==> config.mk <==
export PLATFORM = sky130hd
export DESIGN_NAME = regfile_88
export DESIGN_NICKNAME = d
export VERILOG_FILES = /design/src/rtl/regfile_88.sv
export SDC_FILE = /design/constraint.sdc
export NUM_CORES = 1
export LEC_CHECK = 0
export ABC_AREA = 1
export CELL_PAD_IN_SITES_DETAIL_PLACEMENT = 1
export CELL_PAD_IN_SITES_GLOBAL_PLACEMENT = 1
export CORE_ASPECT_RATIO = 0.5
export CORE_UTILIZATION = 30
export CTS_BUF_LIST = sky130_fd_sc_hd__clkbuf_8
export CTS_CLUSTER_DIAMETER = 30
export DETAILED_ROUTE_END_ITERATION = 8
export DONT_BUFFER_PORTS = 1
export HOLD_SLACK_MARGIN = 0.06
export PLACE_DENSITY_LB_ADDON = 0.1
export SLEW_MARGIN = 20
export SYNTH_ARGS = -nofsm -noshare
export SYNTH_HDL_FRONTEND = slang
export SYNTH_SLANG_ARGS = --single-unit
export TNS_END_PERCENT = 1
==> constraint.sdc <==
create_clock -name clk -period 1.55 [get_ports clk]
set_clock_uncertainty 0.1 [all_clocks]
set_input_delay 0.3875 -clock clk [delete_from_list [all_inputs] [get_ports clk]]
set_output_delay 0.3875 -clock clk [all_outputs]
set_load 0.1 [all_outputs]
==> src/rtl/regfile_88.sv <==
// Eight-register byte bank feeding the 8:1 source mux, with a write port, a
// register-to-register move port and a 16-bit pointer formed by {r6,r7}.
module regfile_88 #(
  parameter int unsigned         WIDTH     = 8,
  parameter logic [WIDTH-1:0]    RESET_VAL = '0
) (
  input  logic             clk,
  input  logic             reset_n,
  input  logic             wr_en,
  input  logic [2:0]       wr_sel,
  input  logic [WIDTH-1:0] wr_data,
  input  logic             mv_en,
  input  logic [2:0]       mv_src,
  input  logic [2:0]       mv_dst,
  input  logic             ptr_inc,
  input  logic             ptr_dec,
  output logic [WIDTH-1:0] a,
  output logic [WIDTH-1:0] b,
  output logic [WIDTH-1:0] c,
  output logic [WIDTH-1:0] d,
  output logic [WIDTH-1:0] e,
  output logic [WIDTH-1:0] f,
  output logic [WIDTH-1:0] g,
  output logic [WIDTH-1:0] h,
  output logic             ptr_wrap,
  output logic             op_err
);

  localparam logic [2*WIDTH-1:0] PTR_ONE = {{(2*WIDTH-1){1'b0}}, 1'b1};
  localparam logic [2*WIDTH-1:0] PTR_MAX = '1;

  logic [WIDTH-1:0]   r_regs [8];
  logic               r_ptr_wrap;
  logic               r_op_err;

  logic [WIDTH-1:0]   w_next [8];
  logic [2*WIDTH-1:0] w_ptr;
  logic               w_tgt_ptr;
  logic               w_mv_clash;
  logic               w_wrap;
  logic               w_err;

  assign w_ptr     = {r_regs[6], r_regs[7]};
  assign w_tgt_ptr = (wr_en && (wr_sel[2:1] == 2'b11)) ||
                     (mv_en && (mv_dst[2:1] == 2'b11));
  // A self-move is a no-op, so it never collides with a write.
  assign w_mv_clash = mv_en && wr_en && (wr_sel == mv_dst) && (mv_src != mv_dst);

  always_comb begin
    w_next = r_regs;
    w_wrap = 1'b0;
    w_err  = w_mv_clash;

    if (ptr_inc && ptr_dec) begin
      w_err = 1'b1;
    end else if ((ptr_inc || ptr_dec) && w_tgt_ptr) begin
      w_err = 1'b1;
    end else if (ptr_inc) begin
      {w_next[6], w_next[7]} = w_ptr + PTR_ONE;
      w_wrap = (w_ptr == PTR_MAX);
    end else if (ptr_dec) begin
      {w_next[6], w_next[7]} = w_ptr - PTR_ONE;
      w_wrap = (w_ptr == '0);
    end

    // Move reads pre-edge values; the write is applied last so it wins.
    if (mv_en && !w_mv_clash) begin
      w_next[mv_dst] = r_regs[mv_src];
    end
    if (wr_en) begin
      w_next[wr_sel] = wr_data;
    end
  end

  always_ff @(posedge clk or negedge reset_n) begin
    if (!reset_n) begin
      for (int i = 0; i < 8; i++) begin
        r_regs[i] <= RESET_VAL;
      end
      r_ptr_wrap <= 1'b0;
      r_op_err   <= 1'b0;
    end else begin
      r_regs     <= w_next;
      r_ptr_wrap <= w_wrap;
      r_op_err   <= w_err;
    end
  end

  assign a        = r_regs[0];
  assign b        = r_regs[1];
  assign c        = r_regs[2];
  assign d        = r_regs[3];
  assign e        = r_regs[4];
  assign f        = r_regs[5];
  assign g        = r_regs[6];
  assign h        = r_regs[7];
  assign ptr_wrap = r_ptr_wrap;
  assign op_err   = r_op_err;

endmodule

# Word-level counts from Yosys, hierarchy flattened
# Index checks and enable logic that the tools add are counted.
# classes
n_shift,0
n_div,0
magnitude_cmp,5
n_eq_ne,5
n_reduce_logical,14
bitwise,3
n_mul,0
add_sub_neg,2
n_mux,21
# ops
op,count
$bwmux 64,2
$mux 64,2
$mux 16,4
$demux 8 s3,2
$mux 8,4
$bmux 8 s3,1
$add 16x1->16 const B,1
$eq 16x16->1 const B,1
$logic_not 16->1,1
$sub 16x1->16 const B,1
$ge 4x4->1 const B,3
$not 3->4,3
$logic_and 1x1->1,10
$lt 4x1->1 const B,2
$mux 1,6
$eq 2x2->1 const B,2
$eq 3x3->1,1
$ne 3x3->1,1
$logic_or 1x1->1,2
$logic_not 1->1,1
# word_totals
rom_bits,0
wordCells,60
memories,0
regBits,66
latch_bits,0
ram_bits,0

# Longest topological paths before layout
# Gate-level depths: netlist of run 1.
# logic_depth
ltp_word,10
depth_mapped,14
ltp_nobuf,14

# Worst setup path after synthesis of run 1
# Ideal clock, no wire load.
# synth_timing
path_type,register to register
startpoint,"register r_regs, in the netlist h[1]"
endpoint,"register r_regs, in the netlist g[0]"
slack_ns,-0.811
t_required_ns,1.332
arrival_time_ns,2.143
period_less_slack_ns,2.361
stages_incl_launch_ff,11
path_cell_list,dfrtp_1 ha_1 nand3_1 nor2_1 nor2_1 nor2_1 nand3_1 nand2_1 nor2_1 nor2_1 nor2_1
# synth_lines
item,line_no,rtl
start: declaration,32,logic [WIDTH-1:0] r_regs [8];
start signal: assignment,83,r_regs <= w_next;

==> results_dict.tcl, run 1 <==
set metrics [dict create \
    grt.met3_usage_pct 5.58 \
    final_area_um2 7570 \
    htree_levels 3 \
    required_ns 1.75 \
    diodes 0 \
    cp.arrival_ns 2.01 \
    grt_first_pass_wirelength_mm 36.4 \
    wl_per_cell_um 19.5 \
    root_buffer "clkbuf_8" \
    synth-seq-area-share_pct 33.6 \
    clk_path_buf_depth 2 \
    std_cell_rows 32 \
    hold_viol_final 66 \
    syn_avg_cell_area_um2 6.18 \
    drt-total-wl_mm 23.4 \
    area_delta_synth_final_pct 53.9 \
    final_layout_size_suffix_gt1_share_pct 34.6 \
    synth_area_um2 4920 \
    vias 6050 \
    min_path_type "in2async" \
    rsz0062_at_grt "yes" \
    drtPass1Iterations 5 \
    synth_nets 821 \
    setup_slack_ns -0.256 \
    first_global_vias 6247 \
    cts_sinks 66 \
    antenna_found_initial 1 \
    yosys-top-cells-area "dfrtp_1, nand2_1, nand3_1" \
    gp_congestion 0.904 \
    ys_types 34 \
    core_area_um2 15700 \
    initial_utilization_pct 31.4 \
    p_int_mw 5.88 \
    fin_hold_ws_ns -0.397 \
    top_usage_layer "met2" \
    die_h_um 92.6 \
    grt_util_met2_pct 44.6 \
    cts_tree "built" \
    failed_checks "negative hold slack, negative setup slack" \
    final_max_slew_viol_count 0 \
    setup_viol 58 \
    clk_pin_slew_ns 0.09 \
    clkPwrFrac_pct 12.4 \
    yosysWarningCount 0 \
    clk_latency_ns 0.37 \
    comb_power_share_pct 66.0 \
    synth_top_area_share_pct 33.6 \
    postSynthCellCount 796 \
    final_core_util_pct 48.3 \
    p_leak_nw 3.78 \
    ant_nets 0 \
    hold_buffers 8 \
    slew_headroom_pct 66.5 \
    grt-ovfl-total 0 \
    max_freq_ghz 0.554 \
    post-route-period-util_pct 116 \
    end_kind "register" \
    path_class "reg2reg" \
    grt_max_degree 67 \
    numCtsBuffers 9 \
    fin_nets 999 \
    dieWidth_um 183 \
    cap_violations 0 \
    track_usage_pct 28.8 \
    sw_frac_of_total_pct 54.7 \
    placed_area_um2 6590 \
    avgViaCountPerCell 5.04 \
    drt_first_iter_violations 426 \
    use_met1_pct 41.3 \
    status "finished, violations left" \
    drc_errors 0 \
    synth_top_area_cell "dfrtp_1" \
    min_period_ns 1.81 \
    cp-start-kind "register" \
    worst_pin_slew_ns 0.501 \
    die-area_um2 17000 \
    p_sw_mw 7.08 \
    io_buffer_count 0 \
    powerDensity_nw_per_um2 1710 \
    hpwl_mm 17.5 \
    vdd_drop_max_uv 991 \
    synth-seq-cells 66 \
    cp_max_fo 6 \
    io_pins 89 \
    seqPwrFrac_pct 21.6 \
]
==> cell families (layout without fill, tap and decap cells) <==
group | after synthesis | after routing | synth area share, %
fa+ha+maj | 2 | 2 | 0.508
simple gates | 467 | 467 | 40.3
xor+xnor | 5 | 5 | 0.890
flops | 66 | 66 | 33.6
compound gates | 130 | 130 | 13.9
buf+inv | 126 | 309 | 10.9
==> power groups by stage <==
stage | Combinational [mW] | Clock, mW | Sequential [mW]
2_1_floorplan | 1.71 | 0 | 6.10
3_3_place_gp | 7.36 | 0 | 2.74
3_5_place_dp | 7.46 | 0 | 2.75
4_1_cts | 8.13 | 1.63 | 2.74
5_1_grt | 8.98 | 1.69 | 2.86
6_report | 8.55 | 1.61 | 2.80
==> synthesized netlist by cell type, drive strengths merged <==
master    n
nor3      2
xnor2     3
nor2b     1
dfrtp    66
nand3    81
o21ai    59
a21oi    61
clkinv    2
clkbuf   10
o211ai    5
o21a      1
nand4     8
buf      20
ha        2
xor2      2
o22ai     4
inv      94
nand2   265
nor2    109
nand3b    1
==> critical path, cell delays in order, from the launching register on <==
cell     delay [ns]
dfrtp_4        0.50
buf_4          0.17
nor2_1         0.20
nand2_4        0.07
nor2_4         0.13
nand2_1        0.09
nand2_2        0.09
nand3_2        0.06
nand2_1        0.06
nand2_1        0.05
nor2_1         0.09
nor2_1         0.05
nor2_1         0.09
==> layer usage <==
layer	share of wire [%]	wire length, um
met1	48	11300
met2	44	10300
met3	6.7	1570
met4	1.4	318
met5	0	0
==> worst paths after layout <==
check | from | to | slack (ns) | cells past startpoint
worst max-delay path | h[6]$_DFF_PN0_ | g[4]$_DFF_PN0_ | -0.26 | 12
worst min-delay path | reset_n | a[5]$_DFF_PN0_ | -0.40 | 0
worst max register to register | h[6]$_DFF_PN0_ | g[4]$_DFF_PN0_ | -0.26 | 12
worst min register to register | f[0]$_DFF_PN0_ | f[0]$_DFF_PN0_ | 0.55 | 4
max in group asynchronous | reset_n | h[7]$_DFF_PN0_ | 1.56 | 0
min in group clk | wr_data[4] | a[4]$_DFF_PN0_ | 0.07 | 2
==> cells in the final DEF, fill, tap and decap left out, types with 2 or more instances in the layout <==
| cell | instances |
|---|---|
| ha_4 | 2 |
| nand2_4 | 7 |
| buf_12 | 26 |
| inv_4 | 11 |
| nand2_2 | 21 |
| nor2_2 | 9 |
| o21ai_1 | 24 |
| clkinvlp_4 | 2 |
| nand3_2 | 12 |
| nor2_4 | 4 |
| clkbuf_8 | 11 |
| inv_1 | 74 |
| o22ai_1 | 4 |
| o211ai_1 | 5 |
| xnor2_1 | 3 |
| dfrtp_1 | 31 |
| nand4_1 | 4 |
| inv_2 | 10 |
| clkinv_1 | 2 |
| nand3_1 | 69 |
| o21ai_0 | 24 |
| nor2_1 | 96 |
| nor3_1 | 2 |
| nand2_1 | 237 |
| a21oi_2 | 7 |
| xor2_1 | 2 |
| dfrtp_4 | 6 |
| a21oi_4 | 2 |
| dfrtp_2 | 29 |
| o21ai_2 | 11 |
| buf_4 | 116 |
| dlygate4sd3_1 | 8 |
| buf_6 | 46 |
| a21oi_1 | 52 |
| nand4_2 | 3 |
==> metrics by stage <==
step / total power [mW] / setup slack [ns] / hold WS, ns / cells / TNS, ns
2_1_floorplan: 7.80 / -0.306 / -0.00809 / 796 / -13.91
3_3_place_gp: 10.1 / -0.342 / -0.00613 / 1173 / -10.54
3_5_place_dp: 10.2 / -0.340 / -0.00664 / 1173 / -12.93
4_1_cts: 12.5 / -0.229 / -0.408 / 1200 / -6.99
5_1_grt: 13.5 / -0.390 / -0.411 / 1200 / -10.71
6_report: 13.0 / -0.256 / -0.397 / 1200 / -5.65
==> final cells by class <==
| cell class | count | area, um2 |
|---|---|---|
| clock buffers | 11 | 151 |
| clock inverters | 5 | 53.8 |
| fillers | 2014 | 8120 |
| well taps | 221 | 277 |
| repair buffers | 197 | 2000 |
| flip-flops and latches | 66 | 1710 |
| inverters | 96 | 388 |
| multi-input cells | 604 | 2990 |
==> flip-flops by register name (all words and copies together) (netlist names), 8 cells and up <==
signal  cells
e           8
a           8
b           8
f           8
h           8
d           8
c           8
g           8
==> timing repair <==
item | 4_1_cts | 5_1_grt
buffers inserted | 3 | 0
endpoints found under the setup margin | 91 | 103
endpoints found under the hold margin | 94 | 66
resized for setup | 117 | 93
pin swaps | 19 | 10
(Power assumes the default switching activity.)
==> run 2, diff against run 1 <==
--- a/config.mk
+++ b/config.mk
@@ -8,8 +8,8 @@
 export ABC_AREA = 1
 export CELL_PAD_IN_SITES_DETAIL_PLACEMENT = 1
 export CELL_PAD_IN_SITES_GLOBAL_PLACEMENT = 1
-export CORE_ASPECT_RATIO = 0.5
-export CORE_UTILIZATION = 30
+export CORE_MARGIN = 2
+export CORE_UTILIZATION = 41
 export CTS_BUF_LIST = sky130_fd_sc_hd__clkbuf_8
 export CTS_CLUSTER_DIAMETER = 30
 export DETAILED_ROUTE_END_ITERATION = 8
==> results_dict.tcl, run 2 (same netlist as run 1, synthesis figures left out) <==
set metrics [dict create \
    grt_first_pass_wirelength_mm 37.4 \
    worst_pin_slew_ns 0.473 \
    first_global_vias 6769 \
    gp_congestion 0.914 \
    min_period_ns 1.91 \
    slew_headroom_pct 68.4 \
    grt-ovfl-total 0 \
    final_max_slew_viol_count 0 \
    p_leak_nw 3.70 \
    finalNonFillerCells 1119 \
    cts_tree "built" \
    crit_buf_inv 3 \
    required_ns 1.73 \
    end_kind "register" \
    p_sw_mw 7.17 \
    initial_utilization_pct 41.5 \
    diodes 0 \
    area_delta_synth_final_pct 48.5 \
    failed_checks "negative hold slack, negative setup slack" \
    clk_path_buf_depth 2 \
    drt_first_iter_violations 479 \
    max_stage_delay_ns 0.51 \
    layout_common_cells "nand2_1, buf_4, nor2_1" \
    numCtsBuffers 9 \
    root_buffer "clkbuf_8" \
    dp_slack_ns -0.336 \
    final_area_um2 7310 \
    vdd_drop_max_uv 1040 \
    rsz0062_at_grt "yes" \
    hold_buffers 8 \
    avgViaCountPerCell 5.68 \
    final_core_util_pct 61.6 \
    drtPass1Iterations 5 \
    cap_violations 0 \
    vias 6359 \
    final_layout_size_suffix_gt1_share_pct 33.6 \
    min_path_type "in2async" \
    power_mw 12.7 \
    p_int_mw 5.57 \
    cp.arrival_ns 2.09 \
    io_buffer_count 0 \
    wl_per_cell_um 22.1 \
    drt-total-wl_mm 24.7 \
    track_usage_pct 37.9 \
    std_cell_rows 40 \
    crit_chain "inv_4, ha_4, nand2_4, inv_4, nand2_2, nor2_4, buf_6, nand3_2, nand2_2, nand3_2, nand2_2, nand3_2, a21oi_2" \
    core_area_um2 11900 \
    antenna_found_initial 0 \
    path_class "reg2reg" \
    htree_levels 3 \
    nFillCells 1549 \
    setup_viol 57 \
    clk_pin_slew_ns 0.08 \
    cts_sinks 66 \
    dp.cells 1087 \
    setup_slack_ns -0.358 \
    fin_nets 992 \
    sw_frac_of_total_pct 56.3 \
    cp-start-kind "register" \
    slowest_stage "dfrtp_4" \
    clk_latency_ns 0.37 \
    comb_power_share_pct 66.7 \
    die_h_um 114 \
    die-area_um2 12900 \
    drc_errors 0 \
    layout_commonest_cell "nand2_1" \
    setup_tns_ns -6.19 \
    powerDensity_nw_per_um2 1740 \
    fin_hold_ws_ns -0.397 \
    seqPwrFrac_pct 22.7 \
    hold_viol_final 66 \
    clkPwrFrac_pct 10.7 \
    ant_nets 0 \
    dieWidth_um 114 \
    placed_area_um2 6410 \
    cp_max_fo 5 \
    max_freq_ghz 0.524 \
    status "finished, violations left" \
    grt_max_degree 67 \
    post-route-period-util_pct 123 \
    io_pins 89 \
    hpwl_mm 16.9 \
    critPathTopFamily "simple AND/OR/NAND/NOR gates" \
]
[run 2: area by class of cell]
cell class	instances	area, um2	share of cell area (%)
Inverter	96	385	5.27
Clock buffer	11	151	2.07
Sequential cell	66	1710	23.4
Clock inverter	5	23.8	0.325
Tap cell	147	184	2.52
Timing Repair Buffer	190	1880	25.7
Multi-Input combinational cell	604	2970	40.6
[run 2: power groups by stage]
stage | combinational, mW | clock, mW | sequential [mW]
floorplan | 1.71 | 0 | 6.10
global placement | 7.15 | 0 | 2.78
detailed placement | 7.31 | 0 | 2.80
CTS | 8.03 | 1.37 | 2.82
global route | 8.86 | 1.42 | 2.92
finish | 8.50 | 1.36 | 2.89
[run 2: path summary, 6_finish.rpt]
check / endpoint / depth (start not counted) / from / slack (ns)
min in group clk: h[2]$_DFF_PN0_ / 2 / wr_data[2] / 0.07
max in group asynchronous: b[4]$_DFF_PN0_ / 0 / reset_n / 1.59
setup reg to reg: g[6]$_DFF_PN0_ / 13 / h[0]$_DFF_PN0_ / -0.36
hold reg to reg: f[5]$_DFF_PN0_ / 4 / f[5]$_DFF_PN0_ / 0.54
hold / removal: g[7]$_DFF_PN0_ / 0 / reset_n / -0.40
setup / recovery: g[6]$_DFF_PN0_ / 13 / h[0]$_DFF_PN0_ / -0.36
[run 2: worst register-to-register path, cell delays in order, from the launching register on]
cell and delay (ns):
dfrtp_4 0.51, inv_4 0.08, ha_4 0.13, nand2_4 0.05
inv_4 0.05, nand2_2 0.05, nor2_4 0.19, buf_6 0.13
nand3_2 0.06, nand2_2 0.09, nand3_2 0.08, nand2_2 0.07
nand3_2 0.07, a21oi_2 0.16
[run 2: per-layer routing]
metal,part of all wire (%),vias up,GRT usage (%)
li1,-,2866,-
met1,38,3138,45.1
met2,50,280,65.9
met3,6.9,75,7.28
met4,4.3,0,18.2
met5,0,-,0
[run 2: timing repair]
item / 4_1_cts / 5_1_grt
pin swaps: 10 / 17
gates cloned: 0 / 0
endpoints found under the hold margin: 90 / 66
setup buffers: 2 / 6
resized for setup: 114 / 73
endpoints found under the setup margin: 68 / 89
==> run 3, diff against run 2 <==
--- a/config.mk
+++ b/config.mk
@@ -16,6 +16,7 @@
 export DONT_BUFFER_PORTS = 1
 export HOLD_SLACK_MARGIN = 0.06
 export PLACE_DENSITY_LB_ADDON = 0.1
+export REMOVE_ABC_BUFFERS = 1
 export SLEW_MARGIN = 20
 export SYNTH_ARGS = -nofsm -noshare
 export SYNTH_HDL_FRONTEND = slang
==> results_dict.tcl, run 3 (same netlist as run 1, synthesis figures left out) <==
set metrics [dict create \
    fin_nets 995 \
    std_cell_rows 40 \
    cp-start-kind "register" \
    dieWidth_um 114 \
    comb_power_share_pct 66.1 \
    numCtsBuffers 9 \
    min_period_ns 1.83 \
    rsz0062_at_grt "yes" \
    final_layout_size_suffix_gt1_share_pct 30.4 \
    setup_slack_ns -0.276 \
    p_int_mw 5.64 \
    clk_path_buf_depth 2 \
    drt_first_iter_violations 343 \
    grt_first_pass_wirelength_mm 35.9 \
    vias 6246 \
    min_path_type "in2async" \
    wl_per_cell_um 20.8 \
    max_freq_ghz 0.548 \
    cts_sinks 66 \
    grt-ovfl-total 0 \
    power_mw 12.7 \
    worst_pin_slew_ns 0.550 \
    final_core_util_pct 60.7 \
    root_buffer "clkbuf_8" \
    final_area_um2 7200 \
    end_kind "register" \
    required_ns 1.71 \
    p_sw_mw 7.04 \
    status "finished, violations left" \
    die-area_um2 12900 \
    post-route-period-util_pct 118 \
    cts_tree "built" \
    powerDensity_nw_per_um2 1760 \
    fin_hold_ws_ns -0.400 \
    antenna_found_initial 0 \
    io_pins 89 \
    placed_area_um2 6300 \
    drtPass1Iterations 5 \
    layout_common_cells "nand2_1, buf_4, nor2_1" \
    hold_buffers 8 \
    cap_violations 0 \
    first_global_vias 6678 \
    setup_tns_ns -4.98 \
    clk_latency_ns 0.37 \
    final_max_slew_viol_count 0 \
    cp_max_fo 4 \
    drc_errors 0 \
    initial_utilization_pct 41.5 \
    sw_frac_of_total_pct 55.5 \
    layout_commonest_cell "nand2_1" \
    diodes 0 \
    seqPwrFrac_pct 22.0 \
    hpwl_mm 16.4 \
    nFillCells 1581 \
    p_leak_nw 3.71 \
    avgViaCountPerCell 5.58 \
    clk_pin_slew_ns 0.08 \
    vdd_drop_max_uv 1100 \
    failed_checks "negative hold slack, negative setup slack" \
    core_area_um2 11900 \
    grt_max_degree 67 \
    cp.arrival_ns 1.98 \
    setup_viol 46 \
    drt-total-wl_mm 23.3 \
    ant_nets 0 \
    htree_levels 3 \
    track_usage_pct 36.6 \
    path_class "reg2reg" \
    slew_headroom_pct 63.2 \
    area_delta_synth_final_pct 46.2 \
    io_buffer_count 0 \
    die_h_um 114 \
    hold_viol_final 66 \
    clkPwrFrac_pct 12.0 \
    gp_congestion 0.931 \
]
-- run 3: routing by layer --
metal / global-route usage (%) / up-vias / routed length (um)
met4: 21.5 / 0 / 1350
met1: 41.4 / 3055 / 8790
met5: 0 / - / 0
met2: 63.3 / 236 / 11500
li1: - / 2871 / -
met3: 8.08 / 84 / 1580
-- run 3: stage by stage --
step	worst slack (ns)	hold WS (ns)	cells
floorplan	-0.861	-0.00809	766
global placement	-0.277	-0.00643	1093
detailed placement	-0.391	-0.00636	1093
CTS	-0.289	-0.410	1120
global route	-0.420	-0.423	1120
finish	-0.276	-0.400	1120
-- run 3: area by class of cell --
cell class	count	area [um2]	share of cell area, %
clock buffer	11	151	2.10
timing repair buffer	193	1860	25.9
tap	147	184	2.56
sequential	66	1660	23.1
inverter	96	373	5.18
clock inverter	3	41.3	0.574
multi-input combinational	604	2920	40.6
-- run 3: final timing paths --
check                                          end      startpoint  cells after the start  slack (ns)
worst min register to register      f[7]$_DFF_PN0_  f[7]$_DFF_PN0_                      4        0.56
worst max register to register      h[5]$_DFF_PN0_  h[0]$_DFF_PN0_                     13       -0.28
worst max-delay path                h[5]$_DFF_PN0_  h[0]$_DFF_PN0_                     13       -0.28
min in group clk                    g[2]$_DFF_PN0_      wr_data[2]                      2        0.06
max in group asynchronous           h[5]$_DFF_PN0_         reset_n                      0        1.61
worst min-delay path            ptr_wrap$_DFF_PN0_         reset_n                      0       -0.40
-- run 3: worst max-delay path, stage by stage (launching register included) --
cell     delay (ns)
dfrtp_1        0.42
inv_2          0.10
buf_4          0.13
nand2_1        0.07
nor2_2         0.12
nand2_1        0.11
o21ai_2        0.21
nand2_1        0.09
nand2_1        0.08
nand2_1        0.05
nand2_1        0.05
nand3_1        0.07
nand2_1        0.07
inv_1          0.04
-- run 3: timing repair --
item,CTS,global route
setup buffers,5,0
endpoints found under the hold margin,93,66
endpoints found under the setup margin,78,107
resized for setup,122,77
pin swaps,15,18
-- run 3: power groups by stage --
stage	logic [mW]	registers, mW	clock network [mW]
6_report	8.38	2.78	1.52
3_5_place_dp	7.28	2.67	0
4_1_cts	8.02	2.69	1.53
2_1_floorplan	1.52	6.04	0
5_1_grt	8.76	2.83	1.59
3_3_place_gp	7.14	2.63	0
